**src/rtl/alu_pkg.sv**
```systemverilog
// Shared ALU select codes, issue FSM states and small helpers.
package alu_pkg;

    localparam int unsigned SEL_W    = 4;
    localparam int unsigned REG_AW   = 3;
    localparam int unsigned NUM_REGS = 8;

    localparam logic [SEL_W-1:0] ALU_ADD    = 4'd0;
    localparam logic [SEL_W-1:0] ALU_SUB    = 4'd1;
    localparam logic [SEL_W-1:0] ALU_MUL    = 4'd2;
    localparam logic [SEL_W-1:0] ALU_DIV    = 4'd3;
    localparam logic [SEL_W-1:0] ALU_AND    = 4'd4;
    localparam logic [SEL_W-1:0] ALU_OR     = 4'd5;
    localparam logic [SEL_W-1:0] ALU_XOR    = 4'd6;
    localparam logic [SEL_W-1:0] ALU_NOT_A  = 4'd7;
    localparam logic [SEL_W-1:0] ALU_PASS_A = 4'd8;
    localparam logic [SEL_W-1:0] ALU_PASS_B = 4'd9;
    localparam logic [SEL_W-1:0] ALU_SLL    = 4'd10;
    localparam logic [SEL_W-1:0] ALU_SRL    = 4'd11;
    localparam logic [SEL_W-1:0] ALU_SRA    = 4'd12;
    localparam logic [SEL_W-1:0] ALU_INC    = 4'd13;
    localparam logic [SEL_W-1:0] ALU_DEC    = 4'd14;
    localparam logic [SEL_W-1:0] ALU_HAM    = 4'd15;

    typedef enum logic [1:0] {
        IDLE = 2'd0,
        EXEC = 2'd1,
        WB   = 2'd2
    } state_t;

    // Multiply and divide use the long settle time.
    function automatic logic is_muldiv(input logic [SEL_W-1:0] op);
        return (op == ALU_MUL) || (op == ALU_DIV);
    endfunction

endpackage

```
**src/rtl/alu_regfile.sv**
```systemverilog
// 8-entry register file: one write port, rs/rt/debug combinational reads, r0 reads 0.
module alu_regfile
    import alu_pkg::*;
#(
    parameter int unsigned WIDTH = 8
) (
    input  logic              clk,
    input  logic              rst_n,
    input  logic              we,
    input  logic [2:0]        waddr,
    input  logic [WIDTH-1:0]  wdata,
    input  logic [2:0]        rs_addr,
    output logic [WIDTH-1:0]  rs_data,
    input  logic [2:0]        rt_addr,
    output logic [WIDTH-1:0]  rt_data,
    input  logic [2:0]        dbg_addr,
    output logic [WIDTH-1:0]  dbg_data
);

    logic [WIDTH-1:0] mem [NUM_REGS];

    // Storage; writes to r0 are dropped so it stays zero.
    always_ff @(posedge clk or negedge rst_n) begin
        if (!rst_n) begin
            for (int i = 0; i < int'(NUM_REGS); i++) begin
                mem[i] <= '0;
            end
        end else if (we && (waddr != 3'd0)) begin
            mem[waddr] <= wdata;
        end
    end

    // Read ports with r0 forced to zero.
    always_comb begin
        rs_data  = (rs_addr  == 3'd0) ? '0 : mem[rs_addr];
        rt_data  = (rt_addr  == 3'd0) ? '0 : mem[rt_addr];
        dbg_data = (dbg_addr == 3'd0) ? '0 : mem[dbg_addr];
    end

endmodule

```
**src/rtl/alu_issue_ctrl.sv**
```systemverilog
// Single-issue ALU sequencer: accept op, hold registered operands for the settle
// time, capture the result, write it back and offer it downstream.
module alu_issue_ctrl
    import alu_pkg::*;
#(
    parameter int unsigned WIDTH       = 8,
    parameter int unsigned EXEC_CYC    = 1,
    parameter int unsigned EXEC_CYC_MD = 4
) (
    input  logic              clk,
    input  logic              rst_n,
    input  logic              in_valid,
    output logic              in_ready,
    input  logic [3:0]        in_op,
    input  logic [2:0]        in_rd,
    input  logic [2:0]        in_rs,
    input  logic [2:0]        in_rt,
    input  logic              in_use_imm,
    input  logic [WIDTH-1:0]  in_imm,
    output logic [WIDTH-1:0]  alu_a,
    output logic [WIDTH-1:0]  alu_b,
    output logic [3:0]        alu_sel,
    input  logic [WIDTH-1:0]  alu_res,
    output logic              out_valid,
    input  logic              out_ready,
    output logic [WIDTH-1:0]  out_data,
    output logic [2:0]        out_rd,
    output logic              busy,
    input  logic [2:0]        dbg_addr,
    output logic [WIDTH-1:0]  dbg_data
);

    localparam int unsigned CNT_MAX = (EXEC_CYC_MD > EXEC_CYC) ? EXEC_CYC_MD : EXEC_CYC;
    localparam int unsigned CNT_W   = (CNT_MAX > 1) ? $clog2(CNT_MAX) : 1;
    localparam logic [CNT_W-1:0] CNT_LD    = CNT_W'(EXEC_CYC - 1);
    localparam logic [CNT_W-1:0] CNT_LD_MD = CNT_W'(EXEC_CYC_MD - 1);

    state_t           state,      state_nxt;
    logic [WIDTH-1:0] alu_a_nxt,  alu_b_nxt;
    logic [3:0]       alu_sel_nxt;
    logic [2:0]       rd,         rd_nxt;
    logic [CNT_W-1:0] cnt,        cnt_nxt;
    logic [WIDTH-1:0] out_data_nxt;
    logic [2:0]       out_rd_nxt;
    logic             out_valid_nxt;
    logic             wb_we;
    logic [WIDTH-1:0] rs_data, rt_data;

    alu_regfile #(
        .WIDTH (WIDTH)
    ) u_regfile (
        .clk      (clk),
        .rst_n    (rst_n),
        .we       (wb_we),
        .waddr    (rd),
        .wdata    (alu_res),
        .rs_addr  (in_rs),
        .rs_data  (rs_data),
        .rt_addr  (in_rt),
        .rt_data  (rt_data),
        .dbg_addr (dbg_addr),
        .dbg_data (dbg_data)
    );

    // State and datapath registers.
    always_ff @(posedge clk or negedge rst_n) begin
        if (!rst_n) begin
            state     <= IDLE;
            alu_a     <= '0;
            alu_b     <= '0;
            alu_sel   <= '0;
            rd        <= '0;
            cnt       <= '0;
            out_data  <= '0;
            out_rd    <= '0;
            out_valid <= 1'b0;
        end else begin
            state     <= state_nxt;
            alu_a     <= alu_a_nxt;
            alu_b     <= alu_b_nxt;
            alu_sel   <= alu_sel_nxt;
            rd        <= rd_nxt;
            cnt       <= cnt_nxt;
            out_data  <= out_data_nxt;
            out_rd    <= out_rd_nxt;
            out_valid <= out_valid_nxt;
        end
    end

    // Next-state, operand latch, settle countdown and single writeback.
    always_comb begin
        state_nxt     = state;
        alu_a_nxt     = alu_a;
        alu_b_nxt     = alu_b;
        alu_sel_nxt   = alu_sel;
        rd_nxt        = rd;
        cnt_nxt       = cnt;
        out_data_nxt  = out_data;
        out_rd_nxt    = out_rd;
        out_valid_nxt = out_valid;
        wb_we         = 1'b0;
        unique case (state)
            IDLE: begin
                if (in_valid) begin
                    alu_a_nxt   = rs_data;
                    alu_b_nxt   = in_use_imm ? in_imm : rt_data;
                    alu_sel_nxt = in_op;
                    rd_nxt      = in_rd;
                    cnt_nxt     = is_muldiv(in_op) ? CNT_LD_MD : CNT_LD;
                    state_nxt   = EXEC;
                end
            end
            EXEC: begin
                if (cnt == '0) begin
                    out_data_nxt  = alu_res;
                    out_rd_nxt    = rd;
                    out_valid_nxt = 1'b1;
                    wb_we         = 1'b1;
                    state_nxt     = WB;
                end else begin
                    cnt_nxt = cnt - CNT_W'(1);
                end
            end
            WB: begin
                if (out_ready) begin
                    out_valid_nxt = 1'b0;
                    state_nxt     = IDLE;
                end
            end
            default: state_nxt = IDLE;
        endcase
    end

    // Handshake status decoded straight from the state register.
    assign in_ready = (state == IDLE);
    assign busy     = (state != IDLE);

endmodule
```
**config.mk**
```make
export PLATFORM = sky130hd
export DESIGN_NAME = alu_issue_ctrl
export DESIGN_NICKNAME = d
export VERILOG_FILES = /design/src/rtl/alu_pkg.sv /design/src/rtl/alu_regfile.sv /design/src/rtl/alu_issue_ctrl.sv
export SDC_FILE = /design/constraint.sdc
export NUM_CORES = 1
export LEC_CHECK = 0
export CAP_MARGIN = 10
export CORE_MARGIN = 2
export CORE_UTILIZATION = 35
export CTS_CLUSTER_SIZE = 12
export DETAILED_ROUTE_END_ITERATION = 12
export PLACE_DENSITY_LB_ADDON = 0.25
export SLEW_MARGIN = 0
export SYNTH_ARGS = -nofsm -noshare
export SYNTH_HDL_FRONTEND = slang
export SYNTH_SLANG_ARGS = --single-unit
```
**constraint.sdc**
```tcl
create_clock -name clk -period 3.8 [get_ports clk]
set_input_delay 0.95 -clock clk [delete_from_list [all_inputs] [get_ports clk]]
set_output_delay 0.95 -clock clk [all_outputs]
set_load 0.02 [all_outputs]
```
==> reports/metrics.csv, run 1 <==
stage;metric;value;unit
outcome;status;complete, no violations;
sta;Slew Viols, Final;0;
logic_synthesis;Cell Area, Synth;5140;um^2
setup_path;critical path class;input port to primary output;
sta;Final Setup Violations;0;
place;Placer Congestion;0.832;
logic_synthesis;Cells after Synth;423;
logic_synthesis;synthesized area per cell;12.1;um^2
setup_path;reg2reg path depth;5;
power;Clock Power Share;18.7;%
global_routing;global-route wire length before repair;22100;um
power;switching share of total power;36.4;%
sta;final hold viol count;0;
setup_path;Crit path max-delay family;buffers and inverters;
die;Top-Level Pins;79;
setup_path;CP startpoint kind;input port;
logic_synthesis;post-synth cell types;40;
place;# port buffers;78;
setup_path;crit-path max cell delay;510;ps
clocking;worst-skew pair later-pin latency;360;ps
logic_synthesis;Synthesis Warnings;0;
die;Die ar.;15700;um^2
sta;final worst-path cycle share;97.2;%
setup_path;Levels on crit path;7;
global_routing;initial antenna violation count;0;
setup_path;CP Capture Type;primary output;
setup_path;R2R Path Start;state[0];
clocking;H-Tree Depth;3;
layout;Finished Core Util;45.5;%
setup_path;worst reg2reg endpoint;alu_b[3];
sta;FMAX;271;MHz
setup_path;R2R Setup Slk;1580;ps
power;Pwr Density;748;nW/um^2
clocking;clk sinks;95;
global_routing;largest net degree at the start of global routing;65;
route;drt pass-1 iters;4;
layout;Non-Filler Instances;701;
sta;final worst slack;107;ps
power;Reg power frac;39.6;%
layout;nets@finish;550;
sta;Setup TNS;0;ps
power;Leak Pwr;2.86;nW
layout;P&R area growth vs syn;27.6;%
worst_hold_path;Tightest Hold Check Type;flip-flop to flip-flop;
global_routing;gr usage total;18.6;%
job;Max Cap Viol;0;
power;Switch Pwr;1.79;mW
setup_path;Worst Path Required;2850;ps
logic_synthesis;commonest cells in the netlist;dfrtp_1, mux2_2, nand2_1;
sta;Tightest Pin Transition;880;ps
clocking;clock-pin slew on the worst setup and hold paths;60;ps
clocking;CTS tree;built;
route;Total Wirelength;14100;um
die;Die Wd;125;um
sta;skew final;6.80;ps
power;Logic pwr share;41.8;%
logic_synthesis;synth top area cells;dfrtp_1, mux2_2, mux4_2, mux2i_1, nand2_1;
clocking;CTS Buf Count;9;
logic_synthesis;Synth area leader;dfrtp_1;
layout;Antenna diodes;0;
place;dpl cells;683;
die;Core Area;14400;um^2
logic_synthesis;register area share after synthesis;46.3;%
die;chip height;125;um
sta;Period minus WS final;3690;ps
logic_synthesis;post-synth top area share;46.3;%
global_routing;GRT overflow;0;
power;total power;4.91;mW
sta;RSZ-0062 raised after global routing;false;
setup_path;Critical Path AT;2740;ps
place;Setup Slack @ Placement;-170;ps
logic_synthesis;Post-synth EDFFs;0;
die;num rows;44;
setup_path;Slowest cell on crit path;clkdlybuf4s50_1;
setup_path;crit path cell chain;clkdlybuf4s50_1, buf_12, buf_4, mux4_2, inv_1, a21oi_1, dlygate4sd2_1;
route;routed vias;3819;
route;vias per std cell;5.45;
clocking;Max clock buf depth;2;
power;Pint;3.12;mW
sta;relative slew slack;41.2;%
logic_synthesis;Post-Syn Nets;461;
logic_synthesis;count leader, synth;dfrtp_1;
setup_path;end point of the critical path;dbg_data[2];
clocking;Clock Tree Root;clkbuf_16;
route;DRC errors left;0;
route;iteration-0 DRC count of the detailed router;212;
setup_path;crit path from;dbg_addr[0];
layout;share of post-route cells with drive strength above 1;31.9;%
setup_path;CP Buf/Inv Count;5;
logic_synthesis;Synth Flop Type;dfrtp_1;
layout;Filler cells;1346;
logic_synthesis;ys async rst share;100;%
place;Detailed Place HPWL;10000;um
logic_synthesis;flops & latches, synth;95;
route;routed len/inst;20.2;um
power;Max rail drop VDD;0.246;mV
route;Detail Route Antenna Nets;0;
setup_path;Worst Path Max Fanout;9;
die;initial core utilization;35.6;%
global_routing;vias in the first global route;3799;
## logic make-up (layout without fill, tap and decap cells)
family | after synthesis | after routing | share of synthesized area [%]
AOI/OAI and AO/OA | 70 | 70 | 9.40
buffers and inverters | 39 | 133 | 3.38
muxes | 133 | 133 | 31.4
adders and majority gates | 1 | 1 | 0.243
DFF | 95 | 95 | 46.3
and+or+nand+nor | 85 | 85 | 9.33
## repair_timing
action                                  CTS  global route
hold buffers                              0             0
endpoints found under the setup margin    8             1
setup buffers                             0             2
gates resized for setup                   8             1
## worst reg2reg max path, delay by kind of cell (launching register included)
kind | cells | cell delay [ps]
buf+inv | 1 | 220
compound gates | 1 | 710
flops | 1 | 510
simple gates | 3 | 670
## placed cells by master (no fill, tap or decap), drive strengths merged, types with 4 or more instances in the layout
cell type	Yosys	routed
a21oi	11	11
mux2i	22	22
nand2	39	39
a2111oi	5	5
nand3b	7	7
clkbuf	12	9
buf	15	28
inv	12	13
a221oi	13	13
nor2b	5	5
dlygate4sd2	0	8
clkdlybuf4s50	0	69
o21ai	13	13
nor3b	4	4
o22ai	12	12
nor2	17	17
o31ai	7	7
mux2	101	101
dfrtp	95	95
mux4	10	10
nand2b	5	5
## worst min-delay path by stage
stage	start	endpoint	slack, ps	cells past startpoint
2_1_floorplan	cnt[1]	cnt[1]	480	1
3_3_place_gp	alu_sel[0]	alu_sel[0]	460	2
3_5_place_dp	alu_sel[1]	alu_sel[1]	470	2
4_1_cts	alu_sel[1]	alu_sel[1]	480	2
5_1_grt	alu_sel[1]	alu_sel[1]	520	2
6_report	alu_sel[1]	alu_sel[1]	480	2
## layout make-up
class	instances	area, um^2	share of cell area [%]
Clock inverter	7	72.6	1.11
Multi-Input combinational cell	289	2590	39.5
Inverter	12	45.0	0.687
Tap cell	184	230	3.51
Sequential cell	95	2380	36.2
Timing Repair Buffer	105	1020	15.6
Clock buffer	9	225	3.43
## stage by stage
step	hold WS [ps]	instance area [um^2]
after detailed placement	467	6260
after floorplan	481	5140
final	476	6560
after global placement	460	6260
after global routing	519	6560
after CTS	481	6540
## per-layer routing
metal	vias to the layer above	part of all wire [%]	track usage, %
met2	109	45	28.1
met3	25	4.1	3.34
met4	0	3.1	8.63
li1	1759	-	-
met1	1926	48	26.1
met5	-	0	0
## flip-flops by register name (all words and copies together) (netlist names)
signal         count
out_rd             3
out_valid          1
state              2
cnt                2
alu_b              8
rd                 3
u_regfile.mem     56
alu_sel            4
alu_a              8
out_data           8
## power groups by stage
stage | clock network [mW] | logic (mW) | registers [mW]
2_1_floorplan | 0 | 1.21 | 1.97
3_3_place_gp | 0 | 2.05 | 1.94
3_5_place_dp | 0 | 2.08 | 1.96
4_1_cts | 0.936 | 2.07 | 1.94
5_1_grt | 0.980 | 2.21 | 2.01
6_report | 0.916 | 2.05 | 1.94
Power figures use the tool's default switching activity.
==> inputs of run 2 (changes only) <==
- ABC_CLOCK_PERIOD_IN_PS: default -> 3800
- CORE_UTILIZATION: 35 -> 55
==> reports/metrics.csv, run 2 (same netlist as run 1, synthesis figures left out) <==
stage;metric;value;unit
global_routing;gr usage total;28.7;%
sta;skew final;9.54;ps
route;DRC errors left;0;
layout;share of post-route cells with drive strength above 1;30.3;%
clocking;worst-skew pair later-pin latency;360;ps
power;Pwr Density;735;nW/um^2
layout;Finished Core Util;68.5;%
route;iteration-0 DRC count of the detailed router;304;
die;num rows;35;
setup_path;CP Capture Type;primary output;
route;routed len/inst;22.2;um
global_routing;GRT overflow;0;
route;routed vias;3963;
power;total power;4.60;mW
clocking;PostCTS Resize Cnt;8;
outcome;status;complete, no violations;
route;Total Wirelength;13700;um
place;# port buffers;78;
layout;Antenna diodes;0;
layout;nets@finish;543;
clocking;Hold Buf Count CTS;0;
layout;Finished Cell Area;6270;um^2
power;Max rail drop VDD;0.389;mV
setup_path;R2R Path Start;cnt[0];
clocking;CTS Buf Count;9;
route;Detail Route Antenna Nets;0;
setup_path;Worst Path Max Fanout;6;
place;placed cell area;6100;um^2
clocking;clock-pin slew on the worst setup and hold paths;90;ps
layout;most flop-heavy register;u_regfile.mem;
layout;Largest register FFs;56;
worst_hold_path;Min-Delay Endpoint;alu_sel[3];
die;chip height;101;um
clocking;Setup Buffers After CTS;0;
route;vias per std cell;6.39;
setup_path;critical path class;input port to primary output;
place;Setup Slack @ Placement;-124;ps
clocking;clk sinks;95;
global_routing;global-route wire length before repair;22000;um
global_routing;initial antenna violation count;0;
sta;final worst slack;88.5;ps
job;Max Cap Viol;0;
die;Top-Level Pins;79;
setup_path;Worst Path Required;2850;ps
sta;relative slew slack;42.0;%
sta;Final Setup Violations;0;
sta;final hold viol count;0;
die;Core Area;9150;um^2
layout;P&R area growth vs syn;22.0;%
setup_path;Critical Path AT;2760;ps
layout;Non-Filler Instances;620;
layout;most frequent cells in the layout;dfrtp_1, mux2_2, clkdlybuf4s50_1, nand2_1, mux2i_1;
sta;final worst-path cycle share;97.7;%
global_routing;largest net degree at the start of global routing;50;
sta;FMAX;269;MHz
setup_path;worst reg2reg endpoint;u_regfile.mem[44];
layout;Reg area;2380;um^2
die;Die Wd;101;um
die;Die ar.;10100;um^2
setup_path;reg2reg path depth;6;
setup_path;CP startpoint kind;input port;
power;Leak Pwr;2.76;nW
global_routing;vias in the first global route;4094;
sta;Period minus WS final;3710;ps
sta;Tightest Pin Transition;863;ps
place;Detailed Place HPWL;9290;um
setup_path;R2R Setup Slk;1600;ps
place;Placer Congestion;0.882;
sta;RSZ-0062 raised after global routing;false;
layout;Multi-input gate area;2590;um^2
clocking;CTS tree;built;
worst_hold_path;min-delay src;alu_sel[3];
worst_hold_path;Tightest Hold Check Type;flip-flop to flip-flop;
layout;Filler cells;706;
place;dpl cells;605;
die;initial core utilization;56.1;%
worst_hold_path;hold depth;2;
route;drt pass-1 iters;5;
clocking;Max clock buf depth;2;
sta;Slew Viols, Final;0;
clocking;Clock Tree Root;clkbuf_8;
layout;most common cell after layout, fill and taps aside;dfrtp_1;
clocking;H-Tree Depth;3;
run 2: layer usage:
layer	part of all wire (%)	track usage [%]	routed length, um
met4	2.3	11.6	321
met3	6.8	4.85	937
met5	0	0	0
met2	48	43.7	6540
met1	43	41.2	5950
run 2: per-stage QoR:
stage                     setup TNS [ps]  hold WS [ps]
after floorplan                        0           481
after global placement              -327           457
after detailed placement            -522           467
after CTS                              0           493
after global routing                   0           522
final                                  0           486
run 2: critical path, cell delays in order:
cell and delay [ps]:
clkdlybuf4s50_1 570, buf_4 200, mux2_2 340, a221oi_1 270, a21oi_1 90, dlygate4sd2_1 340
run 2: where the power goes:
part | leakage, nW | switching (mW) | internal [mW] | total, mW
clock network | 0.0898 | 0.335 | 0.290 | 0.625
logic | 1.50 | 0.932 | 1.13 | 2.06
registers | 1.17 | 0.446 | 1.47 | 1.92
total | 2.76 | 1.71 | 2.89 | 4.60
run 2: area by class of cell:
cell class	instances	share of cell area, %
Multi-Input combinational cell	289	41.3
Sequential cell	95	37.9
Timing Repair Buffer	98	15.0
Clock buffer	15	2.81
Tap cell	111	2.22
Inverter	12	0.719
run 2: how the worst max path moves through the flow:
stage | slack [ps] | to | start
floorplan | 660 | dbg_data[6] | dbg_addr[0]
global placement | -70 | dbg_data[2] | dbg_addr[1]
detailed placement | -120 | dbg_data[1] | dbg_addr[1]
CTS | 90 | dbg_data[1] | dbg_addr[1]
global route | 10 | dbg_data[1] | dbg_addr[1]
finish | 90 | dbg_data[1] | dbg_addr[1]
